$ cat src/rtl/pair_packer.sv
// Packs consecutive DATA_WIDTH stream items into 2*DATA_WIDTH words for a dual-write FIFO.
// A flush pads an odd trailing item with PAD so nothing is left stranded in the packer.
module pair_packer #(
    parameter int unsigned           DATA_WIDTH  = 8,
    parameter int unsigned           COUNT_WIDTH = 16,
    parameter logic [DATA_WIDTH-1:0] PAD         = '0
) (
    input  logic                    clk,
    input  logic                    reset,
    input  logic [DATA_WIDTH-1:0]   in_data,
    input  logic                    in_valid,
    output logic                    in_ready,
    input  logic                    flush,
    input  logic                    full,
    input  logic                    one_left,
    output logic                    wr,
    output logic [2*DATA_WIDTH-1:0] w_data,
    output logic                    busy,
    output logic [COUNT_WIDTH-1:0]  pair_count,
    output logic                    padded
);

    localparam int unsigned WORD_W = 2 * DATA_WIDTH;

    typedef enum logic [1:0] {
        IDLE = 2'd0,
        HALF = 2'd1,
        PAIR = 2'd2
    } state_e;

    state_e                 state_q, state_d;
    logic [DATA_WIDTH-1:0]  lo_q, lo_d;
    logic [DATA_WIDTH-1:0]  hi_q, hi_d;
    logic                   padded_q, padded_d;
    logic [COUNT_WIDTH-1:0] pair_count_q, pair_count_d;

    logic space_ok;
    logic xfer;

    // A packed word needs two free FIFO slots; a same-cycle FIFO read is never assumed.
    assign space_ok = ~full & ~one_left;
    assign in_ready = ~reset & ((state_q != PAIR) | space_ok);
    assign wr       = ~reset & (state_q == PAIR) & space_ok;
    assign xfer     = in_valid & in_ready;

    assign w_data     = reset ? WORD_W'(0) : {hi_q, lo_q};
    assign busy       = (state_q != IDLE);
    assign pair_count = pair_count_q;
    assign padded     = padded_q;

    always_ff @(posedge clk) begin
        if (reset) begin
            state_q      <= IDLE;
            lo_q         <= '0;
            hi_q         <= '0;
            padded_q     <= 1'b0;
            pair_count_q <= '0;
        end else begin
            state_q      <= state_d;
            lo_q         <= lo_d;
            hi_q         <= hi_d;
            padded_q     <= padded_d;
            pair_count_q <= pair_count_d;
        end
    end

    always_comb begin
        state_d      = state_q;
        lo_d         = lo_q;
        hi_d         = hi_q;
        padded_d     = padded_q;
        pair_count_d = pair_count_q;

        unique case (state_q)
            IDLE: begin
                if (xfer) begin
                    lo_d    = in_data;
                    state_d = HALF;
                end
            end
            HALF: begin
                // Data takes priority over a simultaneous flush; the flush is consumed.
                if (xfer) begin
                    hi_d     = in_data;
                    padded_d = 1'b0;
                    state_d  = PAIR;
                end else if (flush) begin
                    hi_d     = PAD;
                    padded_d = 1'b1;
                    state_d  = PAIR;
                end
            end
            PAIR: begin
                if (space_ok) begin
                    pair_count_d = pair_count_q + COUNT_WIDTH'(1);
                    if (xfer) begin
                        lo_d    = in_data;
                        state_d = HALF;
                    end else begin
                        state_d = IDLE;
                    end
                end
            end
            default: state_d = IDLE;
        endcase
    end

endmodule

$ cat config.mk
export PLATFORM = sky130hd
export DESIGN_NAME = pair_packer
export DESIGN_NICKNAME = d
export VERILOG_FILES = /design/src/rtl/pair_packer.sv
export SDC_FILE = /design/constraint.sdc
export NUM_CORES = 1
export LEC_CHECK = 0
export ABC_AREA = 1
export CAP_MARGIN = 20
export CORE_MARGIN = 10
export CORE_UTILIZATION = 40
export CTS_BUF_LIST = sky130_fd_sc_hd__clkbuf_4 sky130_fd_sc_hd__clkbuf_8 sky130_fd_sc_hd__clkbuf_16
export DETAILED_ROUTE_END_ITERATION = 10
export PLACE_DENSITY = 0.79
export SLEW_MARGIN = 20
export SYNTH_ARGS = -nofsm -noshare
export SYNTH_HDL_FRONTEND = slang
export SYNTH_SLANG_ARGS = --single-unit
export TNS_END_PERCENT = 1
$ cat constraint.sdc
create_clock -name clk -period 1.1 [get_ports clk]
set_input_delay 0.165 -clock clk [delete_from_list [all_inputs] [get_ports clk]]
set_output_delay 0.165 -clock clk [all_outputs]
set_load 0.05 [all_outputs]
Yosys cells after proc, flatten, opt, wreduce, memory -nomap -nowiden
Cells that the tools add are included.
- register bits after elaboration: 35
- input bits: 14
- output and inout port bits: 36
- logic and storage cells: 43
- add/subtract/negate cells: 1
- equality and inequality tests: 6
- mux-type cells: 14
- bitwise gates (word level): 9
- reductions and logical operators: 8
- operator list (kind ; count):
    8-bit two-way mux ; 4
    16-bit by 1-bit adder with 16-bit output, second input constant ; 1
    16-bit two-way mux ; 1
    8-bit one-hot mux with 2 select lines ; 1
    2-bit two-way mux ; 4
    2-bit inequality test, second input constant ; 3
    2-bit one-hot mux with 3 select lines ; 1
    2-bit AND reduction ; 3
    2-bit nonzero test ; 3
    1-bit AND ; 5
    1-bit two-way mux ; 3
    3-bit inequality test, second input constant ; 1
    1-bit inverter ; 3
    3-bit AND reduction ; 1
    2-bit by 1-bit equality test with 1-bit output, second input constant ; 1
    2-bit equality test, second input constant ; 1
    2-bit zero test ; 1
    1-bit OR ; 1

Depth between registers and ports, before layout
Gate-level depths: netlist of run 1.
- depth after elaboration: 8
- depth in mapped cells: 10
- depth with buffers taken out: 10

Least setup slack after synthesis of run 1
OpenSTA, ideal clock, no wires.
- path kind: reg-to-reg
- start: register pair_count_q[1], in the netlist pair_count[1]
- end: register pair_count_q[14], in the netlist pair_count[14]
- setup time: 0.114 ns
- data arrival time: 1.583 ns
- data required time: 0.986 ns
- path slack: -0.597 ns
- stages on the path, launching flop included: 9
- path buffers: 0
- clock period less this slack: 1.697 ns
- cells stage by stage: dfxtp_1 > ha_1 > nand3_1 > nor2_1 > nand2_1 > nor2_1 > nand2_1 > nand2_1 > nor2_1
- longest elaborated chain between the ends: 1
- ends and longest elaborated chain (what ; line ; source):
    start, declared ; 35 ; logic [COUNT_WIDTH-1:0] pair_count_q, pair_count_d;
    start signal, assigned ; 63 ; pair_count_q <= pair_count_d;
    16-bit by 1-bit adder with 16-bit output ; 95 ; pair_count_d = pair_count_q + COUNT_WIDTH'(1);
No other way between the ends.
A chain may end at the register's enable or synchronous reset.

Worst setup path in the final report of run 1
- start: register state_q[0]
- end: register lo_q[4]
- longest elaborated chain between the ends: 7
- elaborated cells between the ends (all ways): 12
- classes of those cells: 3 x eq/ne; 3 x mux; 3 x bitwise; 3 x reduce/logical
- ends and longest elaborated chain (what ; line ; source):
    start, declared ; 31 ; state_e state_q, state_d;
    start signal, assigned ; 59 ; state_q <= state_d;
    2-bit inequality test ; 42 ; assign in_ready = ~reset & ((state_q != PAIR) | space_ok);
    1-bit OR ; 42 ;
    1-bit AND ; 42 ;
    1-bit AND ; 44 ; assign xfer = in_valid & in_ready;
    8-bit two-way mux (2 in series) ; n/a ;
    8-bit one-hot mux with 2 select lines ; 74 ; unique case (state_q)
    end signal, assigned ; 60 ; lo_q <= lo_d;
    end, declared ; 32 ; logic [DATA_WIDTH-1:0] lo_q, lo_d;
Parallel ways exist; a longest one is shown, timed or not. The select of a mux whose other input is x is not followed.

==> summary.txt, run 1 <==
Run status
  • Status: finished with violations
  • Failing checks: negative setup slack

Layout
  • Ratio of cells with drive above 1 in the final layout: 0.513
  • N_diodes: 0
  • Multi-input logic area: 0.00103 mm^2
  • Register area: 752 um^2
  • Synth-to-layout area growth: 102%
  • Final net count: 361
  • Number of fill cells: 209

Worst setup path
  • Crit Path Class: register to register
  • FF-to-FF Start: state_q[0]$_SDFFE_PP0P_
  • Critical Path Slowest Stage Cell: dfxtp_4
  • Data arrival, critical path: 1.73 ns
  • Startpoint Class: register
  • Worst Path Required: 1.33 ns
  • Crit-path leading delay family: simple AND/OR/NAND/NOR gates
  • Critical Path End: lo_q[4]$_SDFFE_PP0P_
  • R2R cell count: 9
  • Crit path max fanout: 8
  • Worst path cell trace: inv_4 > nand2_4 > nor2_4 > buf_6 > nor3_4 > nand2_4 > inv_8 > nand2_1 > a21oi_1
  • Crit path depth: 9
  • Crit end category: register
  • Largest stage delay, worst path: 0.39 ns
  • R2r setup slk: -0.40 ns
  • Worst setup path startpoint: state_q[0]$_SDFFE_PP0P_
  • RR Endpoint: lo_q[4]$_SDFFE_PP0P_
  • Worst Path Buf+Inv: 3
  • Crit path top cell by count: nand2_4

Route
  • DRT Pass-1 Iters: 6
  • Final wirelength: 6150 um
  • Routed vias/inst: 4.94
  • Drt wl/cell: 15.5 um
  • Final ANT Viol Nets: 0
  • Initial DRC Count: 75
  • Via count: 1961
  • DRC viols: 0

Floorplan
  • Die H: 84.5 um
  • Core Area: 0.00403 mm^2
  • Die area: 0.00714 mm^2
  • Starting Density: 0.413
  • Die width: 84.5 um
  • Core Rows: 23
  • Boundary Pins: 50

Yosys
  • YS warnings: 0
  • Largest area contributor in the netlist: dfxtp_1
  • Syn Std Cell Area: 0.00167 mm^2
  • Synthesized instance count: 247
  • Top cell type's share of synthesized area: 0.421
  • #FFs+latches synth: 35
  • Register area share after synthesis: 0.421
  • Top FF cell, synth: dfxtp_1
  • Area contributors post-synth: dfxtp_1 (42%), nand2_1 (17%), nor2_1 (9.7%)
  • Unique masters post-synth: 27
  • Post-synth EDFFs: 0
  • Avg Cell Area, Syn: 6.74 um^2
  • Syn_nets: 262
  • Post-synth ARST share: 0

Clock network
  • Clk pin slew, worst setup/hold paths: 0.07 ns
  • CTS max path bufs: 2
  • Clk_lat worst skew: 0.30 ns
  • CTS tree: done
  • CTS sink cnt: 35
  • CTS root buffer: clkbuf_8
  • CTS buffer count: 5
  • # H-tree levels: 2

Timing
  • Clock Skew: 0.00420 ns
  • Tmin final: 1.50 ns
  • Fmax: 666 MHz
  • Final hold slack: 0.344 ns
  • Rel. slew slack: 0.811
  • Actual slew at the worst max-slew pin: 0.283 ns
  • RSZ-0062 raised after global routing: yes
  • Period utilization: 1.36
  • Fin. Hold Viols: 0
  • Final Slew Violations: 0
  • Post-route setup slack: -0.400 ns
  • Final Setup Violations: 54

GRT
  • GRT met2 Usage: 0.264
  • Met1 Usage GRT: 0.124
  • GRT Total Usage: 0.145
  • Total grt overflow: 0
  • Initial antenna violation count: 0
  • Busiest grt layer: met2
  • Met3 Resource Use GR: 0.0773
  • Vias in the first global route: 1907
  • Largest net degree at the start of global routing: 17
  • First-pass GRT wire length: 8510 um

Pwr
  • Net switching fraction of the power: 0.283
  • PwrDens: 835 mW/mm^2
  • Register share of total power: 0.465
  • Cell leakage power: 1.42 nW
  • Psw: 793 uW
  • Gate power share: 0.188
  • Clock Power Share: 0.347
  • Int Pwr: 2.01 mW
  • Worst vdd ir: 0.931 mV

Placed design
  • DP Worst Slack: -0.499 ns
  • Final GP Congestion: 0.804
  • IO buf count: 49
  • Dpl hpwl: 3860 um

Job
  • Number of max-cap violations: 0

Hold path
  • Worst hold path type: input pin to register
==> worst register-to-register path: cells and delay by family (launching register included) <==
kind	cells	cell delay (ns)
buffers and inverters	3	0.28
AOI/OAI and AO/OA	1	0.14
DFF	1	0.39
and+or+nand+nor	5	0.63
==> area by class of cell <==
cell class,count,area share
timing repair buffer,95,0.375
tap,50,0.0186
timing repair inverter,1,0.00186
sequential,35,0.224
clock inverter,1,0.00149
inverter,37,0.0466
clock buffer,7,0.0250
multi-input combinational,171,0.307
==> registers in the layout (all words and copies together) (netlist names) <==
signal / flops
hi_q: 8
state_q: 2
lo_q: 8
padded: 1
pair_count: 16
==> worst min-delay path by stage <==
stage | from | endpoint | slack, ns | depth (start not counted)
detailed placement | lo_q[2]$_SDFFE_PP0P_ | lo_q[2]$_SDFFE_PP0P_ | 0.46 | 2
floorplan | in_data[0] | hi_q[0]$_SDFFE_PP0P_ | 0.28 | 2
global route | reset | lo_q[3]$_SDFFE_PP0P_ | 0.37 | 3
global placement | lo_q[5]$_SDFFE_PP0P_ | lo_q[5]$_SDFFE_PP0P_ | 0.45 | 2
finish | reset | lo_q[3]$_SDFFE_PP0P_ | 0.34 | 3
CTS | in_data[1] | hi_q[1]$_SDFFE_PP0P_ | 0.44 | 3
==> through the flow <==
stage | setup TNS [ns] | cells | total power [mW] | area [um^2] | util
floorplan | -4.26 | 247 | 1.52 | 1740 | -
global placement | -16.70 | 380 | 1.73 | 2900 | 0.719
detailed placement | -18.39 | 380 | 1.74 | 2900 | 0.719
CTS | -10.54 | 390 | 2.71 | 3120 | 0.773
global route | -13.87 | 397 | 2.90 | 3360 | 0.833
finish | -10.98 | 397 | 2.80 | 3360 | 0.833
==> Yosys cell counts (all sizes together) (2+ instances only) <==
| cell type | number |
|---|---|
| nand3b | 2 |
| buf | 3 |
| nand4 | 2 |
| nand3 | 5 |
| a21oi | 16 |
| nor3 | 2 |
| dfxtp | 35 |
| xor2 | 2 |
| nor2 | 48 |
| o21ai | 13 |
| nand2 | 78 |
| inv | 36 |
==> power groups by stage <==
stage          Combinational, mW  Clock (mW)  Sequential, mW
6_report                   0.528       0.972            1.30
5_1_grt                    0.554        1.04            1.30
4_1_cts                    0.439       0.975            1.30
3_5_place_dp               0.412           0            1.33
3_3_place_gp               0.404           0            1.33
2_1_floorplan              0.189           0            1.33
==> cells by family (layout without fill, tap and decap cells) <==
family	Yosys count	in the layout	share of synthesized area
AND/OR/NAND/NOR	138	138	0.373
buffers and inverters	41	141	0.0962
flip-flops	35	35	0.421
AO/OA/AOI/OAI	29	29	0.0872
XOR/XNOR	3	3	0.0158
adder cells (fa/ha/maj)	1	1	0.00751
==> cell usage in the layout (no fill, tap or decap), types with 7 or more instances in the layout <==
cell type and n:
nand2_1 62, buf_12 34, inv_1 30, buf_4 25
buf_6 23, nor2_1 20, nor2_4 15, dfxtp_2 14
nor2_2 12, dfxtp_1 12, a21oi_1 11, clkdlybuf4s50_1 11
nand2_2 9, dfxtp_4 9, nand2_4 7, o21ai_1 7
==> routing by layer <==
metal	up-vias	share of wire
met4	0	0.058
met1	901	0.35
met2	82	0.51
met5	-	0
li1	952	-
met3	26	0.090
==> repair_timing <==
action                                 in CTS  in global routing
pin swaps                                   2                  9
endpoints found under the hold margin       0                  0
setup endpoints to repair                  60                 63
resized for setup                          40                 63
gates cloned                                0                  1
buffers inserted                            2                  6
hold buffers                                0                  0
Note: power is estimated with default switching activity, not from simulation.
==> inputs of run 2 (changes only) <==
--- a/config.mk
+++ b/config.mk
@@ -7,6 +7,7 @@
 export LEC_CHECK = 0
 export ABC_AREA = 1
 export CAP_MARGIN = 20
+export CORE_ASPECT_RATIO = 1.5
 export CORE_MARGIN = 10
 export CORE_UTILIZATION = 40
 export CTS_BUF_LIST = sky130_fd_sc_hd__clkbuf_4 sky130_fd_sc_hd__clkbuf_8 sky130_fd_sc_hd__clkbuf_16
==> summary.txt, run 2 (same netlist as run 1, synthesis figures left out) <==
Timing
  • Rel. slew slack: 0.837
  • Clock Skew: 0.00272 ns
  • Tmin final: 1.39 ns
  • RSZ-0062 raised after global routing: yes
  • Actual slew at the worst max-slew pin: 0.245 ns
  • Fmax: 719 MHz
  • Fin Setup TNS: -5.03 ns
  • Final Slew Violations: 0
  • Post-route setup slack: -0.290 ns
  • Period utilization: 1.26
  • Final Setup Violations: 51
  • Fin. Hold Viols: 0
  • Final hold slack: 0.224 ns

Worst setup path
  • Crit-path leading delay family: buffers and inverters
  • Critical Path Slowest Stage Cell: dfxtp_2
  • Worst Path Required: 0.94 ns
  • Worst path cell trace: buf_6 > nand2_4 > nor2_4 > buf_6 > nor2_4 > buf_12
  • Crit path max fanout: 2
  • Startpoint Class: register
  • Crit Path Class: register to primary output
  • Crit end category: primary output
  • Largest stage delay, worst path: 0.33 ns
  • Worst Path Buf+Inv: 3
  • Data arrival, critical path: 1.23 ns

Layout
  • Final design area excluding fillers: 0.00314 mm^2
  • Most common cell after layout, fill and taps aside: nand2_1
  • Finished Layout Cells: 379
  • Final net count: 348
  • Ratio of cells with drive above 1 in the final layout: 0.434
  • Final Util: 0.787
  • Highest-count cells in the layout ignoring fill and taps: nand2_1 (71), buf_12 (34), inv_1 (29)
  • Synth-to-layout area growth: 88.7%
  • Largest register FFs: 16
  • N_diodes: 0

Clock network
  • Clk pin slew, worst setup/hold paths: 0.07 ns
  • CTS sink cnt: 35
  • CTS root buffer: clkbuf_8
  • Clk_lat worst skew: 0.29 ns
  • CTS max path bufs: 2
  • CTS buffer count: 5
  • # H-tree levels: 2
  • Total setup buffers inserted after CTS: 0
  • # hold bufs at CTS: 0
  • CTS tree: done

Floorplan
  • Boundary Pins: 50
  • Die width: 72.7 um
  • Die area: 0.00720 mm^2
  • Starting Density: 0.417
  • Core Area: 0.00399 mm^2
  • Die H: 99.0 um
  • Core Rows: 28

Route
  • Drt wl/cell: 15.0 um
  • Via count: 1859
  • Final wirelength: 5670 um
  • Routed vias/inst: 4.91
  • DRT Pass-1 Iters: 5
  • Initial DRC Count: 73
  • DRC viols: 0
  • Final ANT Viol Nets: 0

GRT
  • Vias in the first global route: 2065
  • First-pass GRT wire length: 9310 um
  • Largest net degree at the start of global routing: 13
  • GRT Total Usage: 0.161
  • Initial antenna violation count: 0
  • Total grt overflow: 0

Run status
  • Status: finished with violations
  • Failing checks: negative setup slack

Pwr
  • Int Pwr: 2.07 mW
  • Cell leakage power: 1.32 nW
  • Tot Pwr: 2.83 mW
  • Clock Power Share: 0.379
  • Net switching fraction of the power: 0.268
  • PwrDens: 901 mW/mm^2
  • Psw: 759 uW
  • Gate power share: 0.161
  • Worst vdd ir: 0.848 mV
  • Register share of total power: 0.460

Placed design
  • Dpl hpwl: 3910 um
  • Post-placement cell count: 371
  • IO buf count: 49
  • Placed Area: 0.00286 mm^2
  • DP Worst Slack: -0.502 ns
  • Final GP Congestion: 0.791

Hold path
  • Worst hold path type: input pin to register

Job
  • Number of max-cap violations: 0
## run 2: cell count changes in the layout (fill, tap and decap cells not counted), moves of 3 or more
| cell | change |
|---|---|
| a21oi_1 | +4 |
| a21oi_2 | -4 |
| buf_6 | -11 |
| dfxtp_1 | +4 |
| inv_2 | +3 |
| inv_4 | -3 |
| nand2_1 | +9 |
| nand2_2 | -7 |
| nor2_1 | +4 |
| nor2_2 | -3 |
## run 2: layout make-up
| cell class | count | area [um^2] |
|---|---|---|
| Clock buffer | 8 | 104 |
| Fill cell | 238 | 851 |
| Inverter | 37 | 149 |
| Multi-Input combinational cell | 171 | 967 |
| Sequential cell | 35 | 742 |
| Tap cell | 45 | 56.3 |
| Timing Repair Buffer | 83 | 1120 |
## run 2: routing by layer
metal | wire (um) | part of all wire | GRT usage | up-vias
met5 | 0 | 0 | 0 | -
met4 | 136 | 0.024 | 0.0645 | 0
met3 | 458 | 0.081 | 0.0683 | 13
met2 | 3170 | 0.56 | 0.305 | 67
met1 | 1900 | 0.34 | 0.139 | 850
li1 | - | - | - | 929
## run 2: power groups by stage
stage / registers (mW) / clock network (mW) / logic (mW)
2_1_floorplan: 1.33 / 0 / 0.189
3_5_place_dp: 1.33 / 0 / 0.408
6_report: 1.30 / 1.07 / 0.456
4_1_cts: 1.30 / 1.08 / 0.434
3_3_place_gp: 1.33 / 0 / 0.398
5_1_grt: 1.30 / 1.14 / 0.483
## run 2: worst register-to-register path: cells and delay by family (launching register included)
family | cells | cell delay (ns)
DFF | 1 | 0.33
buffers and inverters | 2 | 0.21
and+or+nand+nor | 7 | 0.63
## run 2: path summary, 6_finish.rpt
check	slack (ns)	cells after the start	endpoint	startpoint
worst min-delay path	0.22	2	state_q[0]$_SDFFE_PP0P_	reset
worst max register to register	-0.18	9	hi_q[2]$_SDFFE_PP0P_	state_q[1]$_SDFFE_PP0P_
worst min register to register	0.47	2	lo_q[3]$_SDFFE_PP0P_	lo_q[3]$_SDFFE_PP0P_
worst max-delay path	-0.29	6	in_ready	state_q[1]$_SDFFE_PP0P_
## run 2: what timing repair did
| item | 4_1_cts | 5_1_grt |
|---|---|---|
| setup endpoints to repair | 57 | 62 |
| gates resized for setup | 42 | 22 |
| pin swaps | 8 | 2 |
| endpoints found under the hold margin | 0 | 0 |
==> inputs of run 3 (changes only) <==
--- a/config.mk
+++ b/config.mk
@@ -12,6 +12,7 @@
 export CORE_UTILIZATION = 40
 export CTS_BUF_LIST = sky130_fd_sc_hd__clkbuf_4 sky130_fd_sc_hd__clkbuf_8 sky130_fd_sc_hd__clkbuf_16
 export DETAILED_ROUTE_END_ITERATION = 10
+export HOLD_SLACK_MARGIN = 0.03
 export PLACE_DENSITY = 0.79
 export SLEW_MARGIN = 20
 export SYNTH_ARGS = -nofsm -noshare
==> results of run 3 <==
Same layout as run 2: the final DEF is identical, and so are final timing and power.
